### config.mk
export PLATFORM = sky130hd
export DESIGN_NAME = mul_div_unit_flat
export DESIGN_NICKNAME = d
export VERILOG_FILES = /design/src/rtl/mul_div_unit_if.sv /design/src/rtl/mul_div_unit.sv /design/src/flat_wrapper.sv
export SDC_FILE = /design/constraint.sdc
export NUM_CORES = 1
export LEC_CHECK = 0
export ABC_CLOCK_PERIOD_IN_PS = 6400
export BUFFER_PORTS_ARGS = -buffer_cell sky130_fd_sc_hd__buf_2
export CORE_ASPECT_RATIO = 1.75
export CORE_MARGIN = 2
export CORE_UTILIZATION = 50
export CTS_CLUSTER_SIZE = 14
export DETAILED_ROUTE_END_ITERATION = 16
export PLACE_DENSITY = 0.68
export SLEW_MARGIN = 20
export SYNTH_ARGS = -nofsm -noshare
export SYNTH_HDL_FRONTEND = slang
export SYNTH_SLANG_ARGS = --single-unit
### constraint.sdc
create_clock -name clk -period 6.4 [get_ports clk]
set_input_delay 0.96 -clock clk [delete_from_list [all_inputs] [get_ports clk]]
set_output_delay 0.96 -clock clk [all_outputs]
set_load 0.02 [all_outputs]
### src/rtl/mul_div_unit_if.sv
// ---------------------------------------------------------------------------
// mul_div_unit_if
//   Pipeline <-> multiply/divide unit handshake bundle.
//   master : pipeline side (drives start/flush/op/operands, sees status/result)
//   slave  : mul_div_unit side
//   Signals:
//     start   launch an operation (sampled only while the unit is idle)
//     flush   synchronous abort of the in-flight operation
//     op      RV32M funct3 (0 MUL .. 7 REMU)
//     src1    rs1: multiplicand / dividend
//     src2    rs2: multiplier / divisor
//     busy    unit is iterating or applying the sign fix
//     done    one-cycle pulse, result valid
//     result  registered result, held until the next accepted start
// ---------------------------------------------------------------------------
interface mul_div_unit_if #(
    parameter int unsigned DATA_WIDTH = 32
) ();
    logic                  start;
    logic                  flush;
    logic [2:0]            op;
    logic [DATA_WIDTH-1:0] src1;
    logic [DATA_WIDTH-1:0] src2;
    logic                  busy;
    logic                  done;
    logic [DATA_WIDTH-1:0] result;

    modport master (
        output start, flush, op, src1, src2,
        input  busy, done, result
    );

    modport slave (
        input  start, flush, op, src1, src2,
        output busy, done, result
    );
endinterface

### src/rtl/mul_div_unit.sv
// ---------------------------------------------------------------------------
// mul_div_unit
//   Multi-cycle RV32M multiply/divide unit for the EX stage.
//   Radix-2 iterative core (one bit per cycle): shift-add multiply and
//   restoring divide on operand magnitudes, followed by a single sign-fix
//   cycle. Divide-by-zero and signed overflow finish immediately.
//   Ports:
//     clk   rising-edge clock
//     rst   asynchronous, active-high reset
//     bus   mul_div_unit_if.slave handshake (start/flush/op/src1/src2 in,
//           busy/done/result out)
// ---------------------------------------------------------------------------
module mul_div_unit #(
    parameter int unsigned DATA_WIDTH = 32
) (
    input  logic           clk,
    input  logic           rst,
    mul_div_unit_if.slave  bus
);
    localparam int unsigned W  = DATA_WIDTH;
    localparam int unsigned CW = $clog2(DATA_WIDTH) + 1;

    localparam logic [2:0] OP_MUL    = 3'd0;
    localparam logic [2:0] OP_MULH   = 3'd1;
    localparam logic [2:0] OP_MULHSU = 3'd2;
    localparam logic [2:0] OP_DIV    = 3'd4;
    localparam logic [2:0] OP_REM    = 3'd6;

    localparam logic [W-1:0] MIN_VAL = {1'b1, {(W-1){1'b0}}};

    typedef enum logic [1:0] {
        S_IDLE,
        S_CALC,
        S_FIX,
        S_DONE
    } state_t;

    state_t          state_q,  state_d;
    logic [2:0]      op_q,     op_d;
    logic [W-1:0]    a_q,      a_d;       // multiplicand or divisor magnitude
    logic [2*W-1:0]  prod_q,   prod_d;    // {hi, multiplier} or {rem, quot}
    logic            sign1_q,  sign1_d;
    logic            sign2_q,  sign2_d;
    logic [CW-1:0]   cnt_q,    cnt_d;
    logic [W-1:0]    result_q, result_d;

    // ------------------------------------------------------------------
    // Operand decode for the launch cycle
    // ------------------------------------------------------------------
    logic         src1_signed, src2_signed;
    logic         neg1, neg2;
    logic [W-1:0] mag1, mag2;
    logic         div_by_zero, div_ovf;

    always_comb begin
        src1_signed = bus.op inside {OP_MUL, OP_MULH, OP_MULHSU, OP_DIV, OP_REM};
        src2_signed = bus.op inside {OP_MUL, OP_MULH, OP_DIV, OP_REM};
        neg1        = src1_signed & bus.src1[W-1];
        neg2        = src2_signed & bus.src2[W-1];
        mag1        = neg1 ? -bus.src1 : bus.src1;
        mag2        = neg2 ? -bus.src2 : bus.src2;
        div_by_zero = bus.op[2] && (bus.src2 == '0);
        div_ovf     = ((bus.op == OP_DIV) || (bus.op == OP_REM)) &&
                      (bus.src1 == MIN_VAL) && (bus.src2 == '1);
    end

    // ------------------------------------------------------------------
    // Iteration and sign-fix datapath
    // ------------------------------------------------------------------
    logic [W:0]     mul_sum;
    logic [W:0]     div_shift;
    logic           div_ge;
    logic [W-1:0]   div_diff;
    logic [2*W-1:0] prod_fix;
    logic [W-1:0]   quot_fix;
    logic [W-1:0]   rem_fix;
    logic [W-1:0]   res_fix;

    always_comb begin
        mul_sum   = {1'b0, prod_q[2*W-1:W]} + (prod_q[0] ? {1'b0, a_q} : '0);
        // {rem, quot} shifted left by one, viewed as a W+1-bit partial remainder.
        div_shift = prod_q[2*W-1:W-1];
        // The shifted remainder is below 2*divisor, so the difference always
        // fits in W bits; the top bit only decides whether it is >= divisor.
        div_ge    = div_shift[W] || (div_shift[W-1:0] >= a_q);
        div_diff  = div_shift[W-1:0] - a_q;

        prod_fix  = (sign1_q ^ sign2_q) ? -prod_q : prod_q;
        quot_fix  = (sign1_q ^ sign2_q) ? -prod_q[W-1:0] : prod_q[W-1:0];
        rem_fix   = sign1_q ? -prod_q[2*W-1:W] : prod_q[2*W-1:W];

        if (op_q[2]) begin
            res_fix = op_q[1] ? rem_fix : quot_fix;
        end else begin
            res_fix = (op_q[1:0] == 2'b00) ? prod_fix[W-1:0] : prod_fix[2*W-1:W];
        end
    end

    // ------------------------------------------------------------------
    // Next-state / datapath control
    // ------------------------------------------------------------------
    always_comb begin
        state_d  = state_q;
        op_d     = op_q;
        a_d      = a_q;
        prod_d   = prod_q;
        sign1_d  = sign1_q;
        sign2_d  = sign2_q;
        cnt_d    = cnt_q;
        result_d = result_q;

        unique case (state_q)
            S_IDLE: begin
                if (bus.start && !bus.flush) begin
                    op_d    = bus.op;
                    sign1_d = neg1;
                    sign2_d = neg2;
                    cnt_d   = '0;
                    if (bus.op[2]) begin
                        a_d    = mag2;
                        prod_d = {{W{1'b0}}, mag1};
                    end else begin
                        a_d    = mag1;
                        prod_d = {{W{1'b0}}, mag2};
                    end

                    if (div_by_zero) begin
                        result_d = bus.op[1] ? bus.src1 : '1;
                        state_d  = S_DONE;
                    end else if (div_ovf) begin
                        result_d = bus.op[1] ? '0 : MIN_VAL;
                        state_d  = S_DONE;
                    end else begin
                        state_d  = S_CALC;
                    end
                end
            end

            S_CALC: begin
                if (op_q[2]) begin
                    prod_d = div_ge ? {div_diff, prod_q[W-2:0], 1'b1}
                                    : {div_shift[W-1:0], prod_q[W-2:0], 1'b0};
                end else begin
                    prod_d = {mul_sum, prod_q[W-1:1]};
                end
                cnt_d = cnt_q + CW'(1);
                if (cnt_q == CW'(W - 1)) begin
                    state_d = S_FIX;
                end
            end

            S_FIX: begin
                result_d = res_fix;
                state_d  = S_DONE;
            end

            S_DONE: begin
                state_d = S_IDLE;
            end

            default: begin
                state_d = S_IDLE;
            end
        endcase

        // Abort wins over everything, including a result load in FIX.
        if (bus.flush) begin
            state_d  = S_IDLE;
            result_d = result_q;
        end
    end

    always_ff @(posedge clk or posedge rst) begin
        if (rst) begin
            state_q  <= S_IDLE;
            op_q     <= '0;
            a_q      <= '0;
            prod_q   <= '0;
            sign1_q  <= 1'b0;
            sign2_q  <= 1'b0;
            cnt_q    <= '0;
            result_q <= '0;
        end else begin
            state_q  <= state_d;
            op_q     <= op_d;
            a_q      <= a_d;
            prod_q   <= prod_d;
            sign1_q  <= sign1_d;
            sign2_q  <= sign2_d;
            cnt_q    <= cnt_d;
            result_q <= result_d;
        end
    end

    assign bus.busy   = (state_q == S_CALC) || (state_q == S_FIX);
    assign bus.done   = (state_q == S_DONE);
    assign bus.result = result_q;

endmodule

### src/flat_wrapper.sv
// flat-port wrapper written by rule: the top's interface ports become plain ports
module mul_div_unit_flat 
#(
    parameter int unsigned DATA_WIDTH = 32
)
  (clk, rst, bus_start, bus_flush, bus_op, bus_src1, bus_src2, bus_busy, bus_done, bus_result);
  mul_div_unit_if #(.DATA_WIDTH(DATA_WIDTH)) bus_i ();
  input  logic clk;
  input  logic rst;
  input wire logic [$bits(bus_i.start)-1:0] bus_start;
  input wire logic [$bits(bus_i.flush)-1:0] bus_flush;
  input wire logic [$bits(bus_i.op)-1:0] bus_op;
  input wire logic [$bits(bus_i.src1)-1:0] bus_src1;
  input wire logic [$bits(bus_i.src2)-1:0] bus_src2;
  output wire logic [$bits(bus_i.busy)-1:0] bus_busy;
  output wire logic [$bits(bus_i.done)-1:0] bus_done;
  output wire logic [$bits(bus_i.result)-1:0] bus_result;
  assign bus_i.start = bus_start;
  assign bus_i.flush = bus_flush;
  assign bus_i.op = bus_op;
  assign bus_i.src1 = bus_src1;
  assign bus_i.src2 = bus_src2;
  assign bus_busy = bus_i.busy;
  assign bus_done = bus_i.done;
  assign bus_result = bus_i.result;
  mul_div_unit #(.DATA_WIDTH(DATA_WIDTH)) u_core (.clk(clk), .rst(rst), .bus(bus_i));
endmodule
==> summary.txt <==
Power
  • Pint: 3.949 mW
  • PwrDens: 529.0 mW/mm^2
  • Part of the power in registers: 20.8%
  • P_sw: 4.540 mW
  • Clock group share of total power: 12.3%
  • Leakage: 6.862 nW
  • Sw frac: 53.48%
  • Total power: 8.489 mW
  • Combinational share of power: 66.9%
  • VDD IR max: 322.2 uV

Routing
  • Routed Antenna Nets: 0
  • DRC: 0
  • Via/cell ratio: 6.318
  • WL per Instance: 22.82 um
  • Via count: 15080
  • Total length of routed wires: 54480 um
  • 1st-pass router iterations: 7
  • Detailed Route Iter0 Violations: 1351

Logic synthesis
  • Top cells by count, synth: 217 x nor2_1, 203 x o21ai_0, 199 x a21oi_1
  • Dominant cell type by area after synthesis: dfrtp_1
  • Synthesized instance count: 1976
  • Seq cells post-synth: 141
  • Synth top area cells: dfrtp_1 24%, o21ai_0 6.9%, xnor2_1 6.8%
  • Sequential fraction of the synthesis area: 23.99%
  • FFs w/ async S/R, synth: 100.0%
  • Post-Syn Area: 0.01471 sq mm
  • Syn Area/Cell: 7.444 sq um
  • Synth warn: 0
  • Top-count cell post-synth: nor2_1
  • Top_reg_cell synth: dfrtp_1
  • Synth unique cells: 78
  • Synthesized Nets: 2123
  • Synth top area share: 23.99%
  • Post-synth EDFFs: 0

CTS
  • CTS Sinks: 141
  • Worst-Skew Late Latency: 0.46 ns
  • Hold Buf Count CTS: 0
  • Longest Clk Path Bufs: 2
  • Post-CTS sizing: 0
  • CTS tree: yes
  • Postcts setup bufs: 0
  • Clock Pin Slew Worst Setup and Hold Paths: 0.07 ns
  • CTS buffer count: 17
  • CTS H-tree depth: 4
  • CTS root buffer: clkbuf_16

GRT
  • Pin count of the biggest net entering global routing: 103
  • M2 GR Usage: 60.82%
  • Antenna violations before repair: 0
  • Vias in the first global route: 14530
  • Met1 usage: 39.19%
  • Wire length of the first global-routing pass: 84060 um
  • Top Usage Layer GRT: met2
  • Total grt overflow: 0
  • Met3 global-route usage: 4.282%
  • Total GRT Usage: 35.57%

STA
  • Max-slew violations: 0
  • Max frequency: 211.2 MHz
  • Clk_skew: 0.01040 ns
  • Slew headroom: 21.98%
  • Unrepaired setup endpoints after global routing: no
  • Setup-failing EPs final: 0
  • Period utilisation layout: 74.00%
  • Fin Setup TNS: 0 ns
  • Hold Vio Cnt, Final: 0
  • Worst-Margin Slew: 1.158 ns
  • Tmin final: 4.736 ns

Final layout
  • Fillcell total: 2814
  • Layout cells sized above 1: 10.97%
  • Nets: 2139
  • Antenna Cells: 0
  • Area added between synthesis and finish: 9.085%

Setup path
  • CP delay by family, top: compound AO/OA/AOI/OAI gates
  • CP Buf/Inv Count: 1
  • Critical-path cell list: inv_1 -> nor2_1 -> ha_1 -> nor2b_1 -> o21a_1 -> a311o_1 -> a221oi_1 -> nor3_1 -> a21o_1 -> a221oi_1 -> o21ai_0 -> a221oi_1 -> a211oi_1
  • Worst Setup Path Type: reg -> reg
  • Crit path capture type: flip-flop
  • Largest stage delay, worst path: 0.79 ns
  • Crit path DAT: 5.07 ns
  • Most frequent CP cell: a221oi_1
  • CP max stage cell: inv_1
  • CP startpoint kind: flip-flop
  • CP Data Required Time: 6.73 ns
  • Worst Path Max Fanout: 32

Place
  • HPWL after detailed placement: 43160 um
  • Placer's final routability congestion estimate: 1.021
  • PortBufs: 104

Job
  • Max-cap violations: 0

Die
  • Core Box Area: 0.02918 sq mm
  • Row Count: 83
  • Initial Utilization: 50.41%
  • Io pins: 105
  • Die boundary width: 133.7 um
  • Chip height: 230.9 um
  • Die area: 0.03086 sq mm

Outcome
  • Status: complete, no violations

Worst hold path
  • Worst Hold Class: reg -> reg
kinds of logic (layout without fill, tap and decap cells):
| family | Yosys count | in the layout | synth area share [%] |
|---|---|---|---|
| adder cells (fa/ha/maj) | 76 | 76 | 6.567 |
| multiplexers | 54 | 54 | 3.921 |
| XOR/XNOR | 202 | 202 | 12.03 |
| buffers and inverters | 201 | 230 | 5.282 |
| flip-flops | 141 | 141 | 23.99 |
| AO/OA/AOI/OAI | 667 | 667 | 27.97 |
| AND/OR/NAND/NOR | 635 | 635 | 20.25 |
through the flow:
stage	instances	util [%]	setup WS, ns	hold WS, ns	cell area, sq um
after global routing	2387	54.98	1.344	0.5039	16050
after detailed placement	2355	52.90	1.687	0.4656	15440
final	2387	54.98	1.664	0.4756	16050
after global placement	2354	52.88	1.739	0.4591	15430
after floorplan	1976	-	1.659	0.4497	14710
after CTS	2387	54.96	1.680	0.4812	16040
tightest hold or removal path: stages, from the launching register on:
cell and delay, ns:
dfrtp_1 0.34, nand2_1 0.04, o21ai_0 0.06
path summary, 6_finish.rpt:
| check | start | to | slack [ns] | cells after the start |
|---|---|---|---|---|
| setup / recovery | u_core.prod_q[0]$_DFFE_PP0P_ | u_core.prod_q[63]$_DFFE_PP0P_ | 1.66 | 13 |
| hold / removal | u_core.bus.result[28]$_DFFE_PP0P_ | u_core.bus.result[28]$_DFFE_PP0P_ | 0.48 | 2 |
| setup reg to reg | u_core.prod_q[0]$_DFFE_PP0P_ | u_core.prod_q[63]$_DFFE_PP0P_ | 1.66 | 13 |
| hold reg to reg | u_core.bus.result[28]$_DFFE_PP0P_ | u_core.bus.result[28]$_DFFE_PP0P_ | 0.48 | 2 |
| max in group asynchronous | rst | u_core.op_q[2]$_DFFE_PP0P_ | 4.28 | 3 |
| min in group asynchronous | rst | u_core.state_q[0]$_DFFE_PP0P_ | 0.62 | 2 |
area by class of cell:
cell class / count / area, sq um / area share (%)
multi-input cells: 1634 / 10470 / 65.22
flip-flops and latches: 141 / 3530 / 22.00
repair buffers: 129 / 708.2 / 4.414
well taps: 382 / 478.0 / 2.979
clock buffers: 19 / 452.9 / 2.823
inverters: 69 / 264.0 / 1.645
clock inverters: 13 / 147.6 / 0.9202
power groups by stage:
stage	Combinational [mW]	Sequential, mW	Clock (mW)
finish	5.68	1.76	1.05
global route	6.21	1.81	1.09
CTS	5.58	1.74	1.05
detailed placement	5.54	1.76	0
global placement	5.49	1.75	0
floorplan	4.18	1.56	0
registers in the layout (all words and copies together), names as in the netlist:
signal,flops
u_core.op_q,3
u_core.sign2_q,1
u_core.a_q,32
u_core.state_q,2
u_core.bus.result,32
u_core.prod_q,64
u_core.sign1_q,1
u_core.cnt_q,6
layer usage:
layer	wire length (um)	share of wire [%]	vias to the layer above
met3	2618	4.8	174
met2	26540	49	565
met4	5169	9.5	0
met1	20150	37	7191
li1	-	-	7152
met5	0	0	-
cell usage in the layout (no fill, tap or decap), types with 41 or more instances in the layout:
| master | instances |
|---|---|
| nor3_1 | 41 |
| xor2_1 | 87 |
| buf_2 | 104 |
| nand2_1 | 190 |
| ha_1 | 73 |
| dfrtp_1 | 140 |
| o21ai_0 | 203 |
| xnor2_1 | 113 |
| a21oi_1 | 198 |
| inv_1 | 68 |
| nor2_1 | 217 |
(Power assumes the default switching activity.)
